==> config.mk <==
export PLATFORM = sky130hd
export DESIGN_NAME = spi_i2s_tx_fifo_ctrl
export DESIGN_NICKNAME = d
export VERILOG_FILES = /design/src/rtl/spi_i2s_tx_fifo_ctrl.sv
export SDC_FILE = /design/constraint.sdc
export NUM_CORES = 1
export LEC_CHECK = 0
export ABC_AREA = 1
export CORE_ASPECT_RATIO = 1.5
export CORE_MARGIN = 2
export CORE_UTILIZATION = 49
export CTS_BUF_LIST = sky130_fd_sc_hd__clkbuf_2 sky130_fd_sc_hd__clkbuf_4 sky130_fd_sc_hd__clkbuf_8
export CTS_CLUSTER_SIZE = 30
export DETAILED_ROUTE_END_ITERATION = 16
export HOLD_SLACK_MARGIN = 0.1
export PLACE_DENSITY = 0.82
export SLEW_MARGIN = 20
export SYNTH_ARGS = -nofsm -noshare
export SYNTH_HDL_FRONTEND = slang
export SYNTH_SLANG_ARGS = --single-unit
==> constraint.sdc <==
create_clock -name i2s_clk_shft -period 8.63 [get_ports i2s_clk_shft]
set_input_delay 1.726 -clock i2s_clk_shft [delete_from_list [all_inputs] [get_ports i2s_clk_shft]]
set_output_delay 1.726 -clock i2s_clk_shft [all_outputs]
set_load 0.01 [all_outputs]
==> src/rtl/spi_i2s_tx_fifo_ctrl.sv <==
// rtl/spi_i2s_tx_fifo_ctrl.sv - SPI/I2S transmit FIFO controller and enable/disable sequencer
// Optional status-word substitution during register-read commands: SPI_I2S_TXF_STA_EN
module spi_i2s_tx_fifo_ctrl #(
    parameter int DEPTH   = 8,
    parameter int TXE_LVL = 2
) (
    input  logic        i2s_clk_shft,
    input  logic        rst_n,
    input  logic        en,
    input  logic        wr_en,
    input  logic [31:0] wr_dat,
    input  logic        tx_fifo_acq,
    input  logic        tx_shift_empty,
    input  logic        sel_sta,
    input  logic        clr_flags,
    output logic [31:0] tx_fifo_dat,
    output logic [3:0]  tx_fifo_fill,
    output logic        wr_full,
    output logic [31:0] tx_sta_reg,
    output logic        ovr,
    output logic        udr,
    output logic        irq_txe
);

    localparam int         AW       = (DEPTH > 1) ? $clog2(DEPTH) : 1;
    localparam logic [3:0] FULL_LVL = 4'(DEPTH);
    localparam logic [3:0] TXE_THR  = 4'(TXE_LVL);

    typedef enum logic [1:0] {
        ST_OFF   = 2'd0,
        ST_RUN   = 2'd1,
        ST_UDR   = 2'd2,
        ST_DRAIN = 2'd3
    } state_t;

    state_t        state, state_nxt;
    logic [31:0]   mem [DEPTH];
    logic [AW-1:0] rd_ptr, wr_ptr;
    logic [3:0]    fill;
    logic          full, empty, pop_ok, draining, flush;
    logic          push, pop, ovr_set, udr_set, sta_sel;
    logic [31:0]   sta_word;

    assign full  = (fill == FULL_LVL);
    assign empty = (fill == 4'd0);

`ifdef SPI_I2S_TXF_STA_EN
    assign sta_sel = sel_sta;
`else
    logic unused_sel_sta;
    assign unused_sel_sta = sel_sta;
    assign sta_sel        = 1'b0;
`endif

    // A pop at full frees the slot the simultaneous push lands in.
    assign pop     = tx_fifo_acq && !empty && pop_ok && !sta_sel;
    assign push    = wr_en && !draining && (!full || pop);
    assign ovr_set = wr_en && full && !pop && !draining;
    assign udr_set = tx_fifo_acq && empty && (state == ST_RUN) && !sta_sel;
    assign flush   = draining && tx_shift_empty;

    always_ff @(posedge i2s_clk_shft or negedge rst_n) begin
        if (!rst_n) state <= ST_OFF;
        else        state <= state_nxt;
    end

    always_comb begin
        state_nxt = state;
        unique case (state)
            ST_OFF:   if (en) state_nxt = ST_RUN;
            ST_RUN:   if (!en) state_nxt = ST_DRAIN;
                      else if (udr_set) state_nxt = ST_UDR;
            ST_UDR:   if (!en) state_nxt = ST_DRAIN;
                      else if (push) state_nxt = ST_RUN;
            ST_DRAIN: if (tx_shift_empty) state_nxt = ST_OFF;
            default:  state_nxt = ST_OFF;
        endcase
    end

    always_comb begin
        pop_ok   = 1'b0;
        draining = 1'b0;
        irq_txe  = 1'b0;
        unique case (state)
            ST_RUN:   begin pop_ok = 1'b1; irq_txe = (fill <= TXE_THR); end
            ST_UDR:   irq_txe = (fill <= TXE_THR);
            ST_DRAIN: begin pop_ok = 1'b1; draining = 1'b1; end
            default:  ;
        endcase
    end

    assign wr_full = full || draining;

    always_ff @(posedge i2s_clk_shft or negedge rst_n) begin
        if (!rst_n) begin
            rd_ptr <= '0;
            wr_ptr <= '0;
            fill   <= 4'd0;
        end else if (flush) begin
            rd_ptr <= '0;
            wr_ptr <= '0;
            fill   <= 4'd0;
        end else begin
            if (push) wr_ptr <= wr_ptr + AW'(1);
            if (pop)  rd_ptr <= rd_ptr + AW'(1);
            if (push && !pop)      fill <= fill + 4'd1;
            else if (pop && !push) fill <= fill - 4'd1;
        end
    end

    always_ff @(posedge i2s_clk_shft) begin
        if (push) mem[wr_ptr] <= wr_dat;
    end

    // Set events outrank a same-cycle clear.
    always_ff @(posedge i2s_clk_shft or negedge rst_n) begin
        if (!rst_n) begin
            ovr <= 1'b0;
            udr <= 1'b0;
        end else begin
            ovr <= ovr_set || (ovr && !clr_flags);
            udr <= udr_set || (udr && !clr_flags);
        end
    end

    assign sta_word = {22'h0, state, udr, ovr, empty, full, fill};

`ifdef SPI_I2S_TXF_STA_EN
    assign tx_sta_reg = sta_word;
`else
    assign tx_sta_reg = 32'h0;
`endif

    always_comb begin
        tx_fifo_dat = 32'h0;
        if (sta_sel)
            tx_fifo_dat = sta_word;
        else if (!empty && state != ST_UDR)
            tx_fifo_dat = mem[rd_ptr];
    end

    assign tx_fifo_fill = fill;

endmodule

# == Yosys cells after proc, flatten, opt, wreduce, memory -nomap -nowiden ==
# Memory sizes are Yosys's and may differ from the RTL's.
# Cells that the tools add are included.
# totals
regBits,14
mem_bits_rw,256
in_bits,40
n_memories,1
# op_classes
addsub,4
order_cmp,1
n_eq_ne,9
mux,20
n_reduce_logical,33
# memory_table
memory,depth,word_bits,rd,rd_ports_with_merged_regs,write_ports,line,rtl
mem,8,32,1,0,1,37,logic [31:0] mem [DEPTH];
# op_table
cell,n
$mux 32,1
$logic_and 1x1->1,15
$mux 2,6
$mux 3,4
$mux 4,3
$pmux 2 s4,1
$add 3x1->3 const B,2
$logic_not 1->1,6
$ne 2x2->1 const B,3
$ne 3x3->1 const B,2
$mux 1,5
$add 4x1->4 const B,1
$eq 2x2->1 const B,2
$eq 4x4->1 const B,1
$le 4x2->1 const B,1
$logic_not 4->1,1
$logic_or 1x1->1,4
$reduce_and 4->1,1
$reduce_bool 2->1,2
$reduce_or 2->1,2
$sub 4x1->4 const B,1
$reduce_bool 3->1,1
$eq 2x1->1 const B,1
$logic_not 2->1,1

# == Depth between registers and ports, before layout ==
# Gate-level depths: netlist of the first run.
# depth
word_depth,11
depth_mapped,15
depth_no_buf,15

# == Least setup slack after synthesis of the first run ==
# No wires, ideal clock.
# synth_path
path_kind,input port to flip-flop
startpoint,input port wr_en
endpoint,memory mem[0][0] (enable)
arrival_time_ps,3586
path_slack_ps,4623
path_stages,6
n_path_buf,0
cell_sequence,inv_1 nor2_1 nand2_1 inv_1 nand2_1 nor2_1
# synth_via
elab_chain_len,4
# synth_rtl
item,line,rtl
"start, declared",10,"input logic wr_en,"
$logic_and 1x1->1 (2 in series),57,assign push = wr_en && !draining && (!full || pop);
$mux 1,112,if (push) mem[wr_ptr] <= wr_dat;
$mux 1 (implied by the code),112,
"end, declared",37,
# Every way passes these cells.

# == Final worst setup path of the first run ==
# layout_path
startpoint,register rd_ptr[0]
endpoint,output port tx_fifo_dat[21]
# layout_via
elab_chain_len,2
# layout_rtl
item,line,rtl
"start, declared",38,"logic [AW-1:0] rd_ptr, wr_ptr;"
"start signal, assigned",105,if (pop) rd_ptr <= rd_ptr + AW'(1);
$mem_v2 8x32,-,
$mux 32,138,else if (!empty && state != ST_UDR)
"end, declared",16,"output logic [31:0] tx_fifo_dat,"
# Every way passes these cells.

==> results of run 1 <==
## worst max-delay path by stage
stage / slack [ns] / depth (start not counted) / end / start
after floorplan: 4.62 / 6 / mem[0][0] / wr_en
after global placement: 3.72 / 7 / tx_fifo_dat[4] / rd_ptr[0]
after detailed placement: 3.72 / 7 / tx_fifo_dat[23] / rd_ptr[0]
after CTS: 3.18 / 7 / tx_fifo_dat[4] / rd_ptr[0]
after global routing: 2.97 / 7 / tx_fifo_dat[22] / rd_ptr[0]
final: 3.21 / 7 / tx_fifo_dat[21] / rd_ptr[0]
## flip-flops by register name (all words and copies together), names as in the netlist
signal / flops
mem: 256
tx_fifo_fill: 4
rd_ptr: 3
wr_ptr: 3
state: 2
ovr: 1
udr: 1
## final cells by class
type,count,area share
sequential,270,0.624
tap,280,0.0272
timing repair buffer,91,0.0732
clock buffer,46,0.0453
clock inverter,13,0.00622
multi-input combinational,551,0.216
inverter,26,0.00758
## cells in the mapped netlist (all sizes together)
master / instances / area (um^2)
fa: 1 / 20.0
dfrtp: 14 / 350
a21oi: 3 / 15.0
ha: 9 / 113
nand3: 14 / 75.1
or2: 1 / 6.26
clkbuf: 21 / 83.8
xor2: 1 / 8.76
nand3b: 1 / 7.51
nor2: 211 / 805
o22ai: 35 / 219
conb: 1 / 3.75
mux2i: 32 / 320
buf: 59 / 450
nand4: 2 / 12.5
edfxtp: 256 / 7690
inv: 26 / 97.6
nand2: 41 / 161
o21ai: 168 / 841
## routing by layer
layer	global-route usage	vias to the layer above
li1	-	3309
met2	0.324	300
met3	0.0321	53
met4	0.0892	0
met5	0	-
met1	0.212	3367
## critical path, cell delays in order (launching register included)
cell and delay [ns]:
sky130_fd_sc_hd__dfrtp_4 0.72, sky130_fd_sc_hd__inv_2 0.44, sky130_fd_sc_hd__buf_4 0.72, sky130_fd_sc_hd__o21ai_0 0.20
sky130_fd_sc_hd__o21ai_1 0.11, sky130_fd_sc_hd__o21ai_0 0.09, sky130_fd_sc_hd__nor2_1 0.27, sky130_fd_sc_hd__clkdlybuf4s50_1 0.61
## cell families after synthesis
family          synth area share
other cells             0.000333
buf+inv                   0.0560
simple gates              0.0946
compound gates            0.0953
xor+xnor                0.000777
fa+ha+maj                 0.0118
flops                      0.713
mux                       0.0284
## where the power goes
part	leakage, nW	total [mW]	internal (mW)	switching, mW
Combinational	1.64	1.72	0.697	1.02
Clock	0.346	0.887	0.469	0.418
Sequential	2.49	1.79	1.64	0.144
## through the flow
stage / util / area [um^2]
CTS: 0.561 / 12800
global placement: 0.532 / 12100
global route: 0.565 / 12900
finish: 0.565 / 12900
detailed placement: 0.532 / 12100
floorplan: - / 11400
==> impl_results.html, run 1 <==
<table>
<tr><th>Metric</th><th>Value</th></tr>
<tr><th colspan="2">Critical path</th></tr>
<tr><td>Critical path class</td><td>reg -&gt; out</td></tr>
<tr><td>Endpoint of the most critical register-to-register path</td><td>mem[2][0]</td></tr>
<tr><td>Crit-path max FO</td><td>75</td></tr>
<tr><td>Critical path arrival</td><td>3.70 ns</td></tr>
<tr><td>Startpoint of the lowest-slack register-to-register path</td><td>state[1]</td></tr>
<tr><td>FF-to-FF path depth</td><td>9</td></tr>
<tr><td>Data required time at the worst endpoint</td><td>6.90 ns</td></tr>
<tr><td>Flop2flop setup slack</td><td>5.91 ns</td></tr>
<tr><td>Worst Setup Start Kind</td><td>flip-flop</td></tr>
<tr><td>Type of destination of the critical path</td><td>primary output</td></tr>
<tr><th colspan="2">Drt</th></tr>
<tr><td>Router iterations before antenna repair</td><td>5</td></tr>
<tr><td>Topmost layer with routed signal wires</td><td>met4</td></tr>
<tr><td>DRC</td><td>0</td></tr>
<tr><td>Met3 routed wirelength</td><td>1.58 mm</td></tr>
<tr><td>Routed wirelength normalized by instance count</td><td>17.4 um</td></tr>
<tr><td>Detailed-routing wirelength on met1</td><td>8.61 mm</td></tr>
<tr><td>Vias after detailed routing</td><td>7029</td></tr>
<tr><td>Routed met2 length</td><td>11.4 mm</td></tr>
<tr><td>Overall routed net length</td><td>22.3 mm</td></tr>
<tr><td>Via density per instance</td><td>5.50</td></tr>
<tr><td>Detailed router's first-iteration violation count</td><td>666</td></tr>
<tr><td>Number of routed nets with antenna violations</td><td>0</td></tr>
<tr><th colspan="2">Global route</th></tr>
<tr><td>Vias in the first global route</td><td>6921</td></tr>
<tr><td>Antenna violations before repair</td><td>0</td></tr>
<tr><td>First-pass GRT wire length</td><td>34.6 mm</td></tr>
<tr><td>Global Route Usage Sum</td><td>0.182</td></tr>
<tr><td>GRT overflow</td><td>0</td></tr>
<tr><td>Largest net degree at the start of global routing</td><td>77</td></tr>
<tr><th colspan="2">Clocking</th></tr>
<tr><td>Htree depth</td><td>2</td></tr>
<tr><td># resized after CTS</td><td>0</td></tr>
<tr><td>Largest buffer count on any clock path</td><td>3</td></tr>
<tr><td>Hold Buf Count CTS</td><td>0</td></tr>
<tr><td>TritonCTS clock tree</td><td>done</td></tr>
<tr><td>Clock latency reported for the late side of the worst-skew pair</td><td>0.51 ns</td></tr>
<tr><td>Clk root buf</td><td>sky130_fd_sc_hd__clkbuf_8</td></tr>
<tr><td>Clock-pin slew of the registers on the worst-case setup and hold paths</td><td>0.07 ns</td></tr>
<tr><td>Num CTS Buffers</td><td>36</td></tr>
<tr><td>Post-CTS setup-driven buffer insertion count</td><td>0</td></tr>
<tr><td>Number of sinks handled by clock tree synthesis</td><td>270</td></tr>
<tr><th colspan="2">Worst hold path</th></tr>
<tr><td>Startpoint of the worst hold path</td><td>udr</td></tr>
<tr><td>Worst hold endpoint</td><td>udr</td></tr>
<tr><td>Min-Delay Path Depth</td><td>2</td></tr>
<tr><td>Min-Delay Path Class</td><td>reg -&gt; reg</td></tr>
<tr><th colspan="2">Layout</th></tr>
<tr><td>FF+latch area</td><td>8050 um^2</td></tr>
<tr><td>Final #Nets</td><td>1026</td></tr>
<tr><td>Share of cells above drive strength 1</td><td>0.0812</td></tr>
<tr><td>Most frequent cells in the layout</td><td>sky130_fd_sc_hd__edfxtp_1, sky130_fd_sc_hd__nor2_1, sky130_fd_sc_hd__o21ai_0</td></tr>
<tr><td>Multi-input logic area</td><td>2780 um^2</td></tr>
<tr><td>Filler Cells Inserted</td><td>1751</td></tr>
<tr><td>Final cell count without fillers</td><td>1277</td></tr>
<tr><td>Commonest non-fill, non-tap cell in the layout</td><td>sky130_fd_sc_hd__edfxtp_1</td></tr>
<tr><td>Layout overhead on the synthesized area</td><td>14.2%</td></tr>
<tr><td>Antenna diodes</td><td>0</td></tr>
<tr><th colspan="2">Synth</th></tr>
<tr><td>Distinct cell type count after synthesis</td><td>30</td></tr>
<tr><td>Share of synthesized area occupied by flip-flops and latches</td><td>0.713</td></tr>
<tr><td>Post-synthesis instance total</td><td>896</td></tr>
<tr><td>Flops &amp; latches, synth</td><td>270</td></tr>
<tr><td>Synth Warn #</td><td>0</td></tr>
<tr><td>Cell area after synthesis</td><td>11300 um^2</td></tr>
<tr><td>Avg Synthesized Cell Area</td><td>12.6 um^2</td></tr>
<tr><th colspan="2">STA</th></tr>
<tr><td>Slew of the pin with the lowest slew margin</td><td>0.902 ns</td></tr>
<tr><td>Post-Route Hold Slack</td><td>0.536 ns</td></tr>
<tr><td>Final hold vios</td><td>0</td></tr>
<tr><td>Clk_skew</td><td>0.0233 ns</td></tr>
<tr><td>Final total negative setup slack</td><td>0 ns</td></tr>
<tr><td>Minimum clock period</td><td>5.42 ns</td></tr>
<tr><td>Slew HR</td><td>0.397</td></tr>
<tr><td>Setup ws final</td><td>3.21 ns</td></tr>
<tr><td>Maximum clock frequency</td><td>184 MHz</td></tr>
<tr><td>Final setup viols</td><td>0</td></tr>
<tr><td>Number of max-slew violations in the final report</td><td>0</td></tr>
<tr><td>Post-route fraction of the period consumed by the critical path</td><td>0.628</td></tr>
<tr><td>Unrepaired setup endpoints after global routing</td><td>no</td></tr>
<tr><th colspan="2">Placed design</th></tr>
<tr><td>Final estimated routing congestion in global placement</td><td>0.757</td></tr>
<tr><td>Estimated wirelength of the detail-placed design</td><td>12.3 mm</td></tr>
<tr><td>Cell count after placement</td><td>1214</td></tr>
<tr><td>Count of input and output buffers</td><td>78</td></tr>
<tr><td>Worst-case setup slack after placement</td><td>3.72 ns</td></tr>
<tr><th colspan="2">Power</th></tr>
<tr><td>LEAKAGE</td><td>4.48 nW</td></tr>
<tr><td>VDD IR max</td><td>244 uV</td></tr>
<tr><td>Total design power</td><td>4.39 mW</td></tr>
<tr><td>Power density cells</td><td>341 nW/um^2</td></tr>
<tr><th colspan="2">Floorplan</th></tr>
<tr><td>Total die area</td><td>24300 um^2</td></tr>
<tr><td>Die span in x</td><td>128 um</td></tr>
<tr><td>Height of the die</td><td>190 um</td></tr>
<tr><td>I/O pin total</td><td>112</td></tr>
<tr><td>Number of rows in the core area</td><td>68</td></tr>
<tr><td>Floorplan core area</td><td>22800 um^2</td></tr>
<tr><td>Starting Density</td><td>0.495</td></tr>
<tr><th colspan="2">Job</th></tr>
<tr><td>Max-cap viol count</td><td>0</td></tr>
<tr><th colspan="2">Run status</th></tr>
<tr><td>Result of the run</td><td>finished clean</td></tr>
</table>
(Power assumes the default switching activity.)
==> run 2: changes to the inputs <==
Settings changed: PLACE_DENSITY 0.82 to 0.85.
Clock period 8.63 ns to 4.8 ns, I/O delays scaled along.
==> run 2 against run 1 <==
Die area is the same; global-route usage up 0.95 points; count of clock-buffer cells in the layout is 4 higher; final cell count increased by 0.47%; critical path depth grew 1; largest cell class unchanged; via count increased by 1.3%; non-clock buffer count increased by 1; critical endpoint is now tx_fifo_dat[6]; sequential cell count unchanged; sequential share of layout area rose by 0.18 points.
==> impl_results.html, run 2 (same netlist as run 1, synthesis figures left out) <==
<table>
<tr><th>Metric</th><th>Value</th></tr>
<tr><th colspan="2">Layout</th></tr>
<tr><td>Filler Cells Inserted</td><td>1721 (-1.7%)</td></tr>
<tr><td>Antenna diodes</td><td>0 (unchanged)</td></tr>
<tr><td>Layout Utilization</td><td>0.563 (-0.00159)</td></tr>
<tr><td>Most frequent cells in the layout</td><td>sky130_fd_sc_hd__edfxtp_1, sky130_fd_sc_hd__nor2_1, sky130_fd_sc_hd__o21ai_0</td></tr>
<tr><td>Final #Nets</td><td>1027 (+0.097%)</td></tr>
<tr><td>Share of cells above drive strength 1</td><td>0.0897 (+0.00849)</td></tr>
<tr><td>Commonest non-fill, non-tap cell in the layout</td><td>sky130_fd_sc_hd__edfxtp_1</td></tr>
<tr><td>Layout overhead on the synthesized area</td><td>13.9%</td></tr>
<tr><td>Final instance area</td><td>12800 um^2 (-0.28%)</td></tr>
<tr><td>Most flop-heavy register</td><td>mem</td></tr>
<tr><td>Flip-flop count of the largest register after layout</td><td>256 (unchanged)</td></tr>
<tr><th colspan="2">Clocking</th></tr>
<tr><td>Num CTS Buffers</td><td>36 (unchanged)</td></tr>
<tr><td>Post-CTS setup-driven buffer insertion count</td><td>0 (unchanged)</td></tr>
<tr><td># resized after CTS</td><td>0 (unchanged)</td></tr>
<tr><td>Clock-pin slew of the registers on the worst-case setup and hold paths</td><td>0.06 ns (about the same)</td></tr>
<tr><td>Hold Buf Count CTS</td><td>0 (unchanged)</td></tr>
<tr><td>TritonCTS clock tree</td><td>done</td></tr>
<tr><td>Htree depth</td><td>2 (unchanged)</td></tr>
<tr><td>Number of sinks handled by clock tree synthesis</td><td>270 (unchanged)</td></tr>
<tr><td>Largest buffer count on any clock path</td><td>3 (unchanged)</td></tr>
<tr><td>Clk root buf</td><td>sky130_fd_sc_hd__clkbuf_8</td></tr>
<tr><td>Clock latency reported for the late side of the worst-skew pair</td><td>0.52 ns (about the same)</td></tr>
<tr><th colspan="2">Drt</th></tr>
<tr><td>DRC</td><td>0 (unchanged)</td></tr>
<tr><td>Routed wirelength normalized by instance count</td><td>17.9 um (+2.4%)</td></tr>
<tr><td>Detailed router's first-iteration violation count</td><td>632 (-5.1%)</td></tr>
<tr><td>Routed met2 length</td><td>12.0 mm (+5.6%)</td></tr>
<tr><td>Detailed-routing wirelength on met1</td><td>8.56 mm (-0.58%)</td></tr>
<tr><td>Met3 routed wirelength</td><td>1.60 mm (+1.1%)</td></tr>
<tr><td>Number of routed nets with antenna violations</td><td>0 (unchanged)</td></tr>
<tr><td>Router iterations before antenna repair</td><td>5 (unchanged)</td></tr>
<tr><td>Overall routed net length</td><td>22.9 mm (+2.9%)</td></tr>
<tr><td>Via density per instance</td><td>5.55 (+0.82%)</td></tr>
<tr><td>Vias after detailed routing</td><td>7120 (+1.3%)</td></tr>
<tr><td>Topmost layer with routed signal wires</td><td>met4</td></tr>
<tr><th colspan="2">Placed design</th></tr>
<tr><td>Count of input and output buffers</td><td>78 (unchanged)</td></tr>
<tr><td>Post-detailed-placement cell area</td><td>12200 um^2 (+0.41%)</td></tr>
<tr><td>Estimated wirelength of the detail-placed design</td><td>12.4 mm (+0.28%)</td></tr>
<tr><td>Final estimated routing congestion in global placement</td><td>0.739 (-2.4%)</td></tr>
<tr><th colspan="2">Power</th></tr>
<tr><td>VDD IR max</td><td>475 uV (+95%)</td></tr>
<tr><td>Total design power</td><td>7.92 mW (+80%)</td></tr>
<tr><td>LEAKAGE</td><td>4.48 nW (about the same)</td></tr>
<tr><td>Power density cells</td><td>617 nW/um^2 (+81%)</td></tr>
<tr><th colspan="2">Global route</th></tr>
<tr><td>Largest net degree at the start of global routing</td><td>112 (+45%)</td></tr>
<tr><td>Vias in the first global route</td><td>7305 (+5.5%)</td></tr>
<tr><td>First-pass GRT wire length</td><td>36.6 mm (+5.9%)</td></tr>
<tr><td>GRT overflow</td><td>0 (unchanged)</td></tr>
<tr><td>Antenna violations before repair</td><td>0 (unchanged)</td></tr>
<tr><td>Global Route Usage Sum</td><td>0.192 (+0.00946)</td></tr>
<tr><th colspan="2">STA</th></tr>
<tr><td>Post-Route Hold Slack</td><td>0.537 ns (+0.000690 ns)</td></tr>
<tr><td>Final setup viols</td><td>0 (unchanged)</td></tr>
<tr><td>Number of max-slew violations in the final report</td><td>0 (unchanged)</td></tr>
<tr><td>Final hold vios</td><td>0 (unchanged)</td></tr>
<tr><td>Unrepaired setup endpoints after global routing</td><td>no</td></tr>
<tr><td>Minimum clock period</td><td>4.34 ns</td></tr>
<tr><td>Maximum clock frequency</td><td>230 MHz</td></tr>
<tr><td>Slew HR</td><td>0.262 (-0.135)</td></tr>
<tr><td>Final total negative setup slack</td><td>0 ns (unchanged)</td></tr>
<tr><td>Post-route fraction of the period consumed by the critical path</td><td>0.905</td></tr>
<tr><td>Clk_skew</td><td>0.0213 ns (-0.00201 ns)</td></tr>
<tr><td>Slew of the pin with the lowest slew margin</td><td>1.11 ns (+0.205 ns)</td></tr>
<tr><th colspan="2">Floorplan</th></tr>
<tr><td>Height of the die</td><td>190 um (unchanged)</td></tr>
<tr><td>Number of rows in the core area</td><td>68 (unchanged)</td></tr>
<tr><td>I/O pin total</td><td>112 (unchanged)</td></tr>
<tr><td>Die span in x</td><td>128 um (unchanged)</td></tr>
<tr><td>Total die area</td><td>24300 um^2 (unchanged)</td></tr>
<tr><td>Starting Density</td><td>0.495 (unchanged)</td></tr>
<tr><td>Floorplan core area</td><td>22800 um^2 (unchanged)</td></tr>
<tr><th colspan="2">Critical path</th></tr>
<tr><td>Type of destination of the critical path</td><td>primary output</td></tr>
<tr><td>Critical path arrival</td><td>3.38 ns (-0.32 ns)</td></tr>
<tr><td>Crit-path max FO</td><td>66 (-12%)</td></tr>
<tr><td>Worst Setup Start Kind</td><td>flip-flop</td></tr>
<tr><td>Critical path class</td><td>reg -&gt; out</td></tr>
<tr><td>Data required time at the worst endpoint</td><td>3.84 ns (-3.06 ns)</td></tr>
<tr><th colspan="2">Run status</th></tr>
<tr><td>Result of the run</td><td>finished clean</td></tr>
<tr><th colspan="2">Worst hold path</th></tr>
<tr><td>Min-Delay Path Class</td><td>reg -&gt; reg</td></tr>
<tr><th colspan="2">Job</th></tr>
<tr><td>Max-cap viol count</td><td>0 (unchanged)</td></tr>
</table>
-- run 2: cell types whose count changed in the layout (fill, tap and decap cells not counted), moves of 2 or more --
cell / before / now
sky130_fd_sc_hd__clkinv_2: 0 / 4
sky130_fd_sc_hd__buf_4: 9 / 13
sky130_fd_sc_hd__clkbuf_4: 8 / 13
sky130_fd_sc_hd__buf_16: 2 / 0
sky130_fd_sc_hd__clkinv_1: 11 / 8
sky130_fd_sc_hd__clkinvlp_4: 0 / 2
-- run 2: per-layer routing --
metal  GRT usage  vias to the layer above
li1            -                     3310
met1       0.227                     3427
met2       0.338                      321
met3      0.0368                       62
met4      0.0871                        0
met5           0                        -
-- run 2: worst paths after layout --
kind                            from         endpoint  slack, ns  cells after the start
min                              udr              udr       0.54                      2
max                        rd_ptr[0]   tx_fifo_dat[6]       0.46                      8
min reg2reg                      udr              udr       0.54                      2
max reg2reg                 state[1]        mem[0][0]       2.11                      9
min in group asynchronous      rst_n  tx_fifo_fill[3]       0.84                      1
max in group asynchronous      rst_n        rd_ptr[0]       3.47                      1
-- run 2: where the power goes --
part / total, mW / switching (mW) / leakage, nW / internal (mW)
Clock: 1.62 / 0.796 / 0.354 / 0.820
Combinational: 3.01 / 1.76 / 1.63 / 1.25
Sequential: 3.29 / 0.337 / 2.49 / 2.96
Total: 7.92 / 2.89 / 4.48 / 5.03
-- run 2: through the flow --
stage	cells	setup slack (ns)
2_1_floorplan	927	1.56
3_3_place_gp	1219	1.01
6_report	1283	0.458
5_1_grt	1283	0.260
4_1_cts	1283	0.426
3_5_place_dp	1219	1.02
-- run 2: final cells by class --
| cell class | count | area [um^2] | share of cell area |
|---|---|---|---|
| Timing Repair Buffer | 92 | 898 | 0.0699 |
| Multi-Input combinational cell | 551 | 2780 | 0.217 |
| Sequential cell | 270 | 8050 | 0.626 |
| Clock inverter | 14 | 65.1 | 0.00506 |
| Clock buffer | 50 | 607 | 0.0472 |
| Tap cell | 280 | 350 | 0.0273 |
| Inverter | 26 | 97.6 | 0.00760 |
-- run 2: worst max-delay path, stage by stage (launching register included) --
cell and delay [ns]:
sky130_fd_sc_hd__dfrtp_4 0.94, sky130_fd_sc_hd__buf_4 0.58, sky130_fd_sc_hd__nor2_1 0.10, sky130_fd_sc_hd__nor2_1 0.09, sky130_fd_sc_hd__o21ai_0 0.10, sky130_fd_sc_hd__o21ai_0 0.10, sky130_fd_sc_hd__o21ai_0 0.12, sky130_fd_sc_hd__nor2_1 0.23
sky130_fd_sc_hd__clkdlybuf4s50_1 0.57
